`config.mk`:
```
export PLATFORM = sky130hd
export DESIGN_NAME = yutorina_bus_if_flat
export DESIGN_NICKNAME = d
export VERILOG_FILES = /design/src/rtl/yutorina_bus_if_pkg.sv /design/src/rtl/yutorina_bus_if_if.sv /design/src/rtl/yutorina_bus_if_timer.sv /design/src/rtl/yutorina_bus_if.sv /design/src/flat_wrapper.sv
export SDC_FILE = /design/constraint.sdc
export NUM_CORES = 1
export LEC_CHECK = 0
export ABC_AREA = 1
export CAP_MARGIN = 10
export CORE_MARGIN = 5
export CORE_UTILIZATION = 31
export DETAILED_ROUTE_END_ITERATION = 10
export DONT_BUFFER_PORTS = 1
export SYNTH_ARGS = -nofsm -noshare
export SYNTH_HDL_FRONTEND = slang
export SYNTH_SLANG_ARGS = --single-unit
```
`constraint.sdc`:
```
create_clock -name clk -period 1.6 [get_ports clk]
set_input_delay 0.08 -clock clk [delete_from_list [all_inputs] [get_ports clk]]
set_output_delay 0.08 -clock clk [all_outputs]
set_load 0.02 [all_outputs]
```
`src/rtl/yutorina_bus_if_pkg.sv`:
```
// Shared types and constants for the yutorina MEM-stage bus interface:
// state encodings, slave-select decode and word-level bus typedefs.
package yutorina_bus_if_pkg;

    localparam int WORD_ADDR_W  = 30;
    localparam int WORD_DATA_W  = 32;
    localparam int SPM_ADDR_LOC = 12;

    typedef logic [WORD_ADDR_W-1:0]  word_addr_t;
    typedef logic [WORD_DATA_W-1:0]  word_data_t;
    typedef logic [SPM_ADDR_LOC-1:0] spm_addr_t;

    localparam logic ENABLE_  = 1'b0;
    localparam logic DISABLE_ = 1'b1;
    localparam logic READ     = 1'b1;
    localparam logic WRITE    = 1'b0;

    localparam int       SLAVE_SEL_MSB = 29;
    localparam int       SLAVE_SEL_LSB = 27;
    localparam logic [2:0] SPM_SEL     = 3'h1;

    typedef enum logic [1:0] {
        BUS_IF_STATE_IDLE   = 2'd0,
        BUS_IF_STATE_REQ    = 2'd1,
        BUS_IF_STATE_ACCESS = 2'd2,
        BUS_IF_STATE_STALL  = 2'd3
    } bus_if_state_t;

    // Timeout counter width: just wide enough for the limit, kept within 8..16 bits.
    function automatic int unsigned timer_width(input int unsigned cycles);
        int unsigned w;
        w = $clog2(cycles);
        if (w < 8)  w = 8;
        if (w > 16) w = 16;
        return w;
    endfunction

endpackage

```
`src/rtl/yutorina_bus_if_if.sv`:
```
// External shared-bus signal bundle; master is the CPU-side initiator,
// slave is the arbiter/target side.
interface yutorina_bus_if_if;
    import yutorina_bus_if_pkg::*;

    logic       bus_req_;
    logic       bus_grnt_;
    word_addr_t bus_addr;
    logic       bus_as_;
    logic       bus_rw;
    word_data_t bus_wr_data;
    word_data_t bus_rd_data;
    logic       bus_rdy_;
    logic       bus_err;

    modport master (
        output bus_req_, bus_addr, bus_as_, bus_rw, bus_wr_data, bus_err,
        input  bus_grnt_, bus_rd_data, bus_rdy_
    );

    modport slave (
        input  bus_req_, bus_addr, bus_as_, bus_rw, bus_wr_data, bus_err,
        output bus_grnt_, bus_rd_data, bus_rdy_
    );
endinterface

```
`src/rtl/yutorina_bus_if_timer.sv`:
```
// ACCESS-phase timeout counter; only present when YUTORINA_BUS_IF_TIMEOUT_EN
// is defined, so the default build carries no counter logic at all.
`ifdef YUTORINA_BUS_IF_TIMEOUT_EN
module yutorina_bus_if_timer
    import yutorina_bus_if_pkg::*;
#(
    parameter int unsigned TIMEOUT_CYCLES = 256
) (
    input  logic clk,
    input  logic reset,
    input  logic clear,
    input  logic count,
    output logic expired
);
    localparam int unsigned CNT_W = timer_width(TIMEOUT_CYCLES);
    localparam logic [CNT_W-1:0] LIMIT = CNT_W'(TIMEOUT_CYCLES - 1);

    logic [CNT_W-1:0] cnt_reg, cnt_next;

    always_comb begin
        cnt_next = cnt_reg;
        if (clear)
            cnt_next = '0;
        else if (count)
            cnt_next = cnt_reg + 1'b1;
    end

    always_ff @(posedge clk) begin
        if (reset)
            cnt_reg <= '0;
        else
            cnt_reg <= cnt_next;
    end

    assign expired = count && (cnt_reg == LIMIT);
endmodule
`endif

```
`src/rtl/yutorina_bus_if.sv`:
```
// MEM-stage bus interface: zero-stall SPM accesses plus arbitrated external
// bus accesses. Optional ACCESS timeout under YUTORINA_BUS_IF_TIMEOUT_EN.
module yutorina_bus_if
    import yutorina_bus_if_pkg::*;
#(
    parameter int unsigned TIMEOUT_CYCLES = 256
) (
    input  logic       clk,
    input  logic       reset,
    input  logic       stall,
    input  logic       flush,
    output logic       busy,
    input  word_addr_t addr,
    input  logic       as_,
    input  logic       rw,
    input  word_data_t wr_data,
    output word_data_t rd_data,
    output spm_addr_t  spm_addr,
    output logic       spm_as_,
    output logic       spm_rw,
    output word_data_t spm_wr_data,
    input  word_data_t spm_rd_data,
    yutorina_bus_if_if.master bus
);
    if (TIMEOUT_CYCLES < 2) begin : g_bad_timeout
        $error("TIMEOUT_CYCLES must be at least 2");
    end

    bus_if_state_t state_reg, state_next;
    logic       bus_req_reg, bus_req_next;
    logic       bus_as_reg, bus_as_next;
    word_addr_t bus_addr_reg, bus_addr_next;
    logic       bus_rw_reg, bus_rw_next;
    word_data_t bus_wr_data_reg, bus_wr_data_next;
    word_data_t rd_buf_reg, rd_buf_next;
    logic       sel_spm_reg, sel_spm_next;
    logic       err_pulse;
    logic       req_valid, is_spm;

    assign req_valid = (as_ == ENABLE_) && !stall && !flush;
    assign is_spm    = (addr[SLAVE_SEL_MSB:SLAVE_SEL_LSB] == SPM_SEL);

`ifdef YUTORINA_BUS_IF_TIMEOUT_EN
    logic timer_clear, timer_count, timer_expired;

    yutorina_bus_if_timer #(.TIMEOUT_CYCLES(TIMEOUT_CYCLES)) u_timer (
        .clk     (clk),
        .reset   (reset),
        .clear   (timer_clear),
        .count   (timer_count),
        .expired (timer_expired)
    );
`endif

    always_comb begin
        state_next       = state_reg;
        bus_req_next     = bus_req_reg;
        bus_as_next      = bus_as_reg;
        bus_addr_next    = bus_addr_reg;
        bus_rw_next      = bus_rw_reg;
        bus_wr_data_next = bus_wr_data_reg;
        rd_buf_next      = rd_buf_reg;
        sel_spm_next     = 1'b0;
        busy             = 1'b0;
        err_pulse        = 1'b0;
        spm_as_          = DISABLE_;
        spm_addr         = addr[SPM_ADDR_LOC-1:0];
        spm_rw           = rw;
        spm_wr_data      = wr_data;
`ifdef YUTORINA_BUS_IF_TIMEOUT_EN
        timer_clear      = 1'b0;
        timer_count      = 1'b0;
`endif
        case (state_reg)
            BUS_IF_STATE_IDLE: begin
                if (req_valid) begin
                    if (is_spm) begin
                        spm_as_      = ENABLE_;
                        sel_spm_next = (rw == READ);
                    end else begin
                        busy             = 1'b1;
                        bus_req_next     = ENABLE_;
                        bus_addr_next    = addr;
                        bus_rw_next      = rw;
                        bus_wr_data_next = wr_data;
                        state_next       = BUS_IF_STATE_REQ;
                    end
                end
            end
            BUS_IF_STATE_REQ: begin
                busy = 1'b1;
                if (bus.bus_grnt_ == ENABLE_) begin
                    bus_as_next = ENABLE_;
                    state_next  = BUS_IF_STATE_ACCESS;
`ifdef YUTORINA_BUS_IF_TIMEOUT_EN
                    timer_clear = 1'b1;
`endif
                end
            end
            BUS_IF_STATE_ACCESS: begin
                // Strobe is a single-cycle pulse; ready is only looked at here.
                busy        = 1'b1;
                bus_as_next = DISABLE_;
                if (bus.bus_rdy_ == ENABLE_) begin
                    if (bus_rw_reg == READ)
                        rd_buf_next = bus.bus_rd_data;
                    bus_req_next = DISABLE_;
                    state_next   = stall ? BUS_IF_STATE_STALL : BUS_IF_STATE_IDLE;
                end
`ifdef YUTORINA_BUS_IF_TIMEOUT_EN
                else begin
                    timer_count = 1'b1;
                    if (timer_expired) begin
                        rd_buf_next  = '0;
                        err_pulse    = 1'b1;
                        bus_req_next = DISABLE_;
                        state_next   = stall ? BUS_IF_STATE_STALL : BUS_IF_STATE_IDLE;
                    end
                end
`endif
            end
            BUS_IF_STATE_STALL: begin
                if (!stall)
                    state_next = BUS_IF_STATE_IDLE;
            end
            default: state_next = BUS_IF_STATE_IDLE;
        endcase
    end

    always_ff @(posedge clk) begin
        if (reset) begin
            state_reg       <= BUS_IF_STATE_IDLE;
            bus_req_reg     <= DISABLE_;
            bus_as_reg      <= DISABLE_;
            bus_addr_reg    <= '0;
            bus_rw_reg      <= READ;
            bus_wr_data_reg <= '0;
            rd_buf_reg      <= '0;
            sel_spm_reg     <= 1'b0;
        end else begin
            state_reg       <= state_next;
            bus_req_reg     <= bus_req_next;
            bus_as_reg      <= bus_as_next;
            bus_addr_reg    <= bus_addr_next;
            bus_rw_reg      <= bus_rw_next;
            bus_wr_data_reg <= bus_wr_data_next;
            rd_buf_reg      <= rd_buf_next;
            sel_spm_reg     <= sel_spm_next;
        end
    end

    assign rd_data         = sel_spm_reg ? spm_rd_data : rd_buf_reg;
    assign bus.bus_req_    = bus_req_reg;
    assign bus.bus_as_     = bus_as_reg;
    assign bus.bus_addr    = bus_addr_reg;
    assign bus.bus_rw      = bus_rw_reg;
    assign bus.bus_wr_data = bus_wr_data_reg;
    assign bus.bus_err     = err_pulse;
endmodule

```
`src/flat_wrapper.sv`:
```
// flat-port wrapper written by rule: the top's interface ports become plain ports
module yutorina_bus_if_flat import yutorina_bus_if_pkg::*;
#(
    parameter int unsigned TIMEOUT_CYCLES = 256
)
  (clk, reset, stall, flush, busy, addr, as_, rw, wr_data, rd_data, spm_addr, spm_as_, spm_rw, spm_wr_data, spm_rd_data, bus_bus_req_, bus_bus_addr, bus_bus_as_, bus_bus_rw, bus_bus_wr_data, bus_bus_err, bus_bus_grnt_, bus_bus_rd_data, bus_bus_rdy_);
  yutorina_bus_if_if bus_i ();
  input  logic clk;
  input  logic reset;
  input  logic stall;
  input  logic flush;
  output logic busy;
  input  word_addr_t addr;
  input  logic as_;
  input  logic rw;
  input  word_data_t wr_data;
  output word_data_t rd_data;
  output spm_addr_t spm_addr;
  output logic spm_as_;
  output logic spm_rw;
  output word_data_t spm_wr_data;
  input  word_data_t spm_rd_data;
  output wire logic [$bits(bus_i.bus_req_)-1:0] bus_bus_req_;
  output wire logic [$bits(bus_i.bus_addr)-1:0] bus_bus_addr;
  output wire logic [$bits(bus_i.bus_as_)-1:0] bus_bus_as_;
  output wire logic [$bits(bus_i.bus_rw)-1:0] bus_bus_rw;
  output wire logic [$bits(bus_i.bus_wr_data)-1:0] bus_bus_wr_data;
  output wire logic [$bits(bus_i.bus_err)-1:0] bus_bus_err;
  input wire logic [$bits(bus_i.bus_grnt_)-1:0] bus_bus_grnt_;
  input wire logic [$bits(bus_i.bus_rd_data)-1:0] bus_bus_rd_data;
  input wire logic [$bits(bus_i.bus_rdy_)-1:0] bus_bus_rdy_;
  assign bus_bus_req_ = bus_i.bus_req_;
  assign bus_bus_addr = bus_i.bus_addr;
  assign bus_bus_as_ = bus_i.bus_as_;
  assign bus_bus_rw = bus_i.bus_rw;
  assign bus_bus_wr_data = bus_i.bus_wr_data;
  assign bus_bus_err = bus_i.bus_err;
  assign bus_i.bus_grnt_ = bus_bus_grnt_;
  assign bus_i.bus_rd_data = bus_bus_rd_data;
  assign bus_i.bus_rdy_ = bus_bus_rdy_;
  yutorina_bus_if #(.TIMEOUT_CYCLES(TIMEOUT_CYCLES)) u_core (.clk(clk), .reset(reset), .stall(stall), .flush(flush), .busy(busy), .addr(addr), .as_(as_), .rw(rw), .wr_data(wr_data), .rd_data(rd_data), .spm_addr(spm_addr), .spm_as_(spm_as_), .spm_rw(spm_rw), .spm_wr_data(spm_wr_data), .spm_rd_data(spm_rd_data), .bus(bus_i));
endmodule
```
==> impl_metrics.yaml <==
global_route:
  antenna_found_initial: 0
  grt_pass1_wl_um: 19700
  gr-total-overflow: 0
  grt_max_degree: 65
  first_global_vias: 3995
  gr-usage-all-layers_pct: 14.7
sta:
  drv_slew: 0
  max_freq_mhz: 654
  setup_viol: 0
  period_share_pct: 95.5
  tightest_slew_ns: 0.519
  final_hold_viol_count: 0
  slew_headroom_pct: 65.4
  final.min_clock_period_ns: 1.53
  clock_skew_ns: 0.00569
routing:
  firstDrtPassIters: 5
  drtIter0Drc: 159
  postRouteAntennaNets: 0
  routed_via_density: 4.69
  wl_um: 13100
  wl_per_cell_um: 15.3
  vias: 4016
  post-route-drc-count: 0
clock_network:
  cts_tree: "yes"
  cts_buffer_depth: 2
  cts-root-buf: "clkbuf_16"
  clkTransAtPathRegs_ns: 0.07
  clock_sinks: 100
  worstSkewPairLatency_ns: 0.34
  cts_max_level: 3
  numCtsBuffers: 9
floorplan:
  pin_count: 279
  die_h_um: 130
  die_w_um: 130
  initial_core_util_pct: 31.8
  coreArea_sq_mm: 0.0140
  rows: 43
  die-area_sq_mm: 0.0168
setup_path:
  max_stage_delay_ns: 0.32
  path_buf_inv: 2
  required_ns: 1.52
  start_kind: "flop"
  cp-end-kind: "output pin"
  worstPathCellList: "inv_2, ha_4, nand3_4, nor2_8, nor2_1, nor2_1, buf_4"
  critPathTopFamily: "simple AND/OR/NAND/NOR gates"
  critPathKind: "reg2out"
  cp_max_fo: 4
  crit_top_cell: "nor2_1"
  crit_path_top_delay_cell: "dfxtp_1"
  cp.arrival_ns: 1.45
power:
  p_per_area_mw_per_mm2: 1250
  p_leak_nw: 2.45
  switching_power_w: 0.00251
  p_clk_share_pct: 28.5
  combPwrFrac_pct: 28.1
  p_seq_share_pct: 43.4
  total_power_w: 0.00732
  intPower_w: 0.00481
  ir_drop_mv: 0.690
  switching_share_pct: 34.3
cells_and_area:
  fin_area_sq_mm: 0.00585
  syn_to_final_growth_pct: 31.7
  n_antenna_cell: 0
  final_layout_size_suffix_gt1_share_pct: 12.3
  nets: 812
placement:
  port_buffers: 0
  place_hpwl_um: 8890
  placedInstanceArea_sq_mm: 0.00452
  gp_congestion: 0.800
synthesis:
  synth.net_count: 731
  avgSynthCellArea_sq_um: 7.52
  ys_warn_count: 0
  synth.distinct_cells: 23
  synth_top_area_share_pct: 45.0
  synthesis.instances: 591
  syn_area_sq_mm: 0.00444
  ys_seq_area_share_pct: 45.0
  synth_top_area_cell: "dfxtp_1"
  synth-seq-cells: 100
  synth_area_leaders: "dfxtp_1 45%, nor2_1 11%, o21ai_1 8.2%"
hold_path:
  min_path_type: "in2reg"
outcome:
  status: "finished clean"
flow_run:
  cap_violations: 0
## power groups by stage
stage / combinational (W) / sequential (W) / clock, W
2_1_floorplan: 0.00134 / 0.00319 / 0
3_3_place_gp: 0.00165 / 0.00322 / 0
3_5_place_dp: 0.00171 / 0.00323 / 0
4_1_cts: 0.00196 / 0.00318 / 0.00219
5_1_grt: 0.00227 / 0.00321 / 0.00229
6_report: 0.00206 / 0.00318 / 0.00208
## per-layer routing
metal	vias up	GRT usage, %	wire length (um)
met5	-	0	0
met4	0	5.68	247
met3	18	5.32	1280
met2	199	25.0	6150
met1	1799	16.9	5420
li1	2000	-	-
## per-stage QoR
step | setup slack, ns | hold slack [ns] | setup TNS [ns] | util [%] | instances
5_1_grt | -0.00139 | 0.0664 | -0.00139 | 41.8 | 857
2_1_floorplan | 0.0886 | 0.149 | 0 | - | 591
3_3_place_gp | 0.118 | 0.151 | 0 | 32.3 | 737
4_1_cts | 0.0254 | 0.0374 | 0 | 41.6 | 853
3_5_place_dp | 0.0555 | 0.155 | 0 | 32.3 | 737
6_report | 0.0720 | 0.0652 | 0 | 41.8 | 857
## final timing paths
kind	cells after the start	slack, ns	start	end
max reg2reg	10	0.15	u_core.state_reg[0]	u_core.state_reg[1]
min reg2reg	2	0.45	u_core.rd_buf_reg[6]	u_core.rd_buf_reg[6]
min	4	0.07	as_	u_core.bus.bus_addr[27]
max	7	0.07	u_core.state_reg[0]	busy
## synthesized netlist by cell type
master	n
nor2_1	130
dfxtp_1	100
o21ai_1	73
o21ai_0	55
nand2_1	48
buf_4	46
inv_1	43
a21oi_1	37
clkbuf_1	17
buf_6	12
buf_2	6
ha_1	6
nand3_1	6
inv_2	3
conb_1	1
nand2_4	1
nand3_4	1
nor2_2	1
nor2_4	1
nor2_8	1
nor3_1	1
o211ai_2	1
o21ai_2	1
## logic make-up (layout without fill, tap and decap cells)
logic type / Yosys count / after routing / share of synthesized area [%]
simple gates: 190 / 190 / 17.3
compound gates: 167 / 167 / 19.1
buf+inv: 127 / 213 / 16.8
flops: 100 / 100 / 45.0
fa+ha+maj: 6 / 6 / 1.69
other cells: 1 / 1 / 0.0844
## cell usage in the layout, fill, tap and decap left out
master	n
ha_1	5
inv_8	2
conb_1	1
o211ai_2	1
buf_12	6
a21oi_1	37
nand2_4	1
nand3_4	1
o21ai_0	55
buf_4	46
dfxtp_2	2
nand2_1	48
o21ai_1	73
nor2_8	1
inv_2	5
dfxtp_1	98
clkbuf_16	9
nor3_1	1
nor2_1	130
nor2_2	1
ha_4	1
nor2_4	1
o21ai_2	1
inv_1	41
clkinv_2	1
dlygate4sd3_1	99
inv_6	1
clkinv_4	1
nand3_1	6
clkinvlp_4	2
## cell type report
type                            instances  area, sq um
Inverter                               46          173
Fill cell                            1324         8140
Tap cell                              180          225
Timing Repair Buffer                  151         1460
Clock buffer                            9          225
Multi-Input combinational cell        364         1710
Clock inverter                          7         60.1
Sequential cell                       100         2000
## worst reg2reg max path, delay by kind of cell (launching register included)
kind | cells | cell delay (ns)
fa+ha+maj | 1 | 0.17
buf+inv | 4 | 0.39
flops | 1 | 0.35
simple gates | 5 | 0.43
## timing repair
item	in CTS	in global routing
endpoints found under the setup margin	2	4
hold buffers	99	0
endpoints found under the hold margin	99	0
pin swaps	1	3
setup buffers	1	4
resized for setup	4	1
Note: power is estimated with default switching activity, not from simulation.
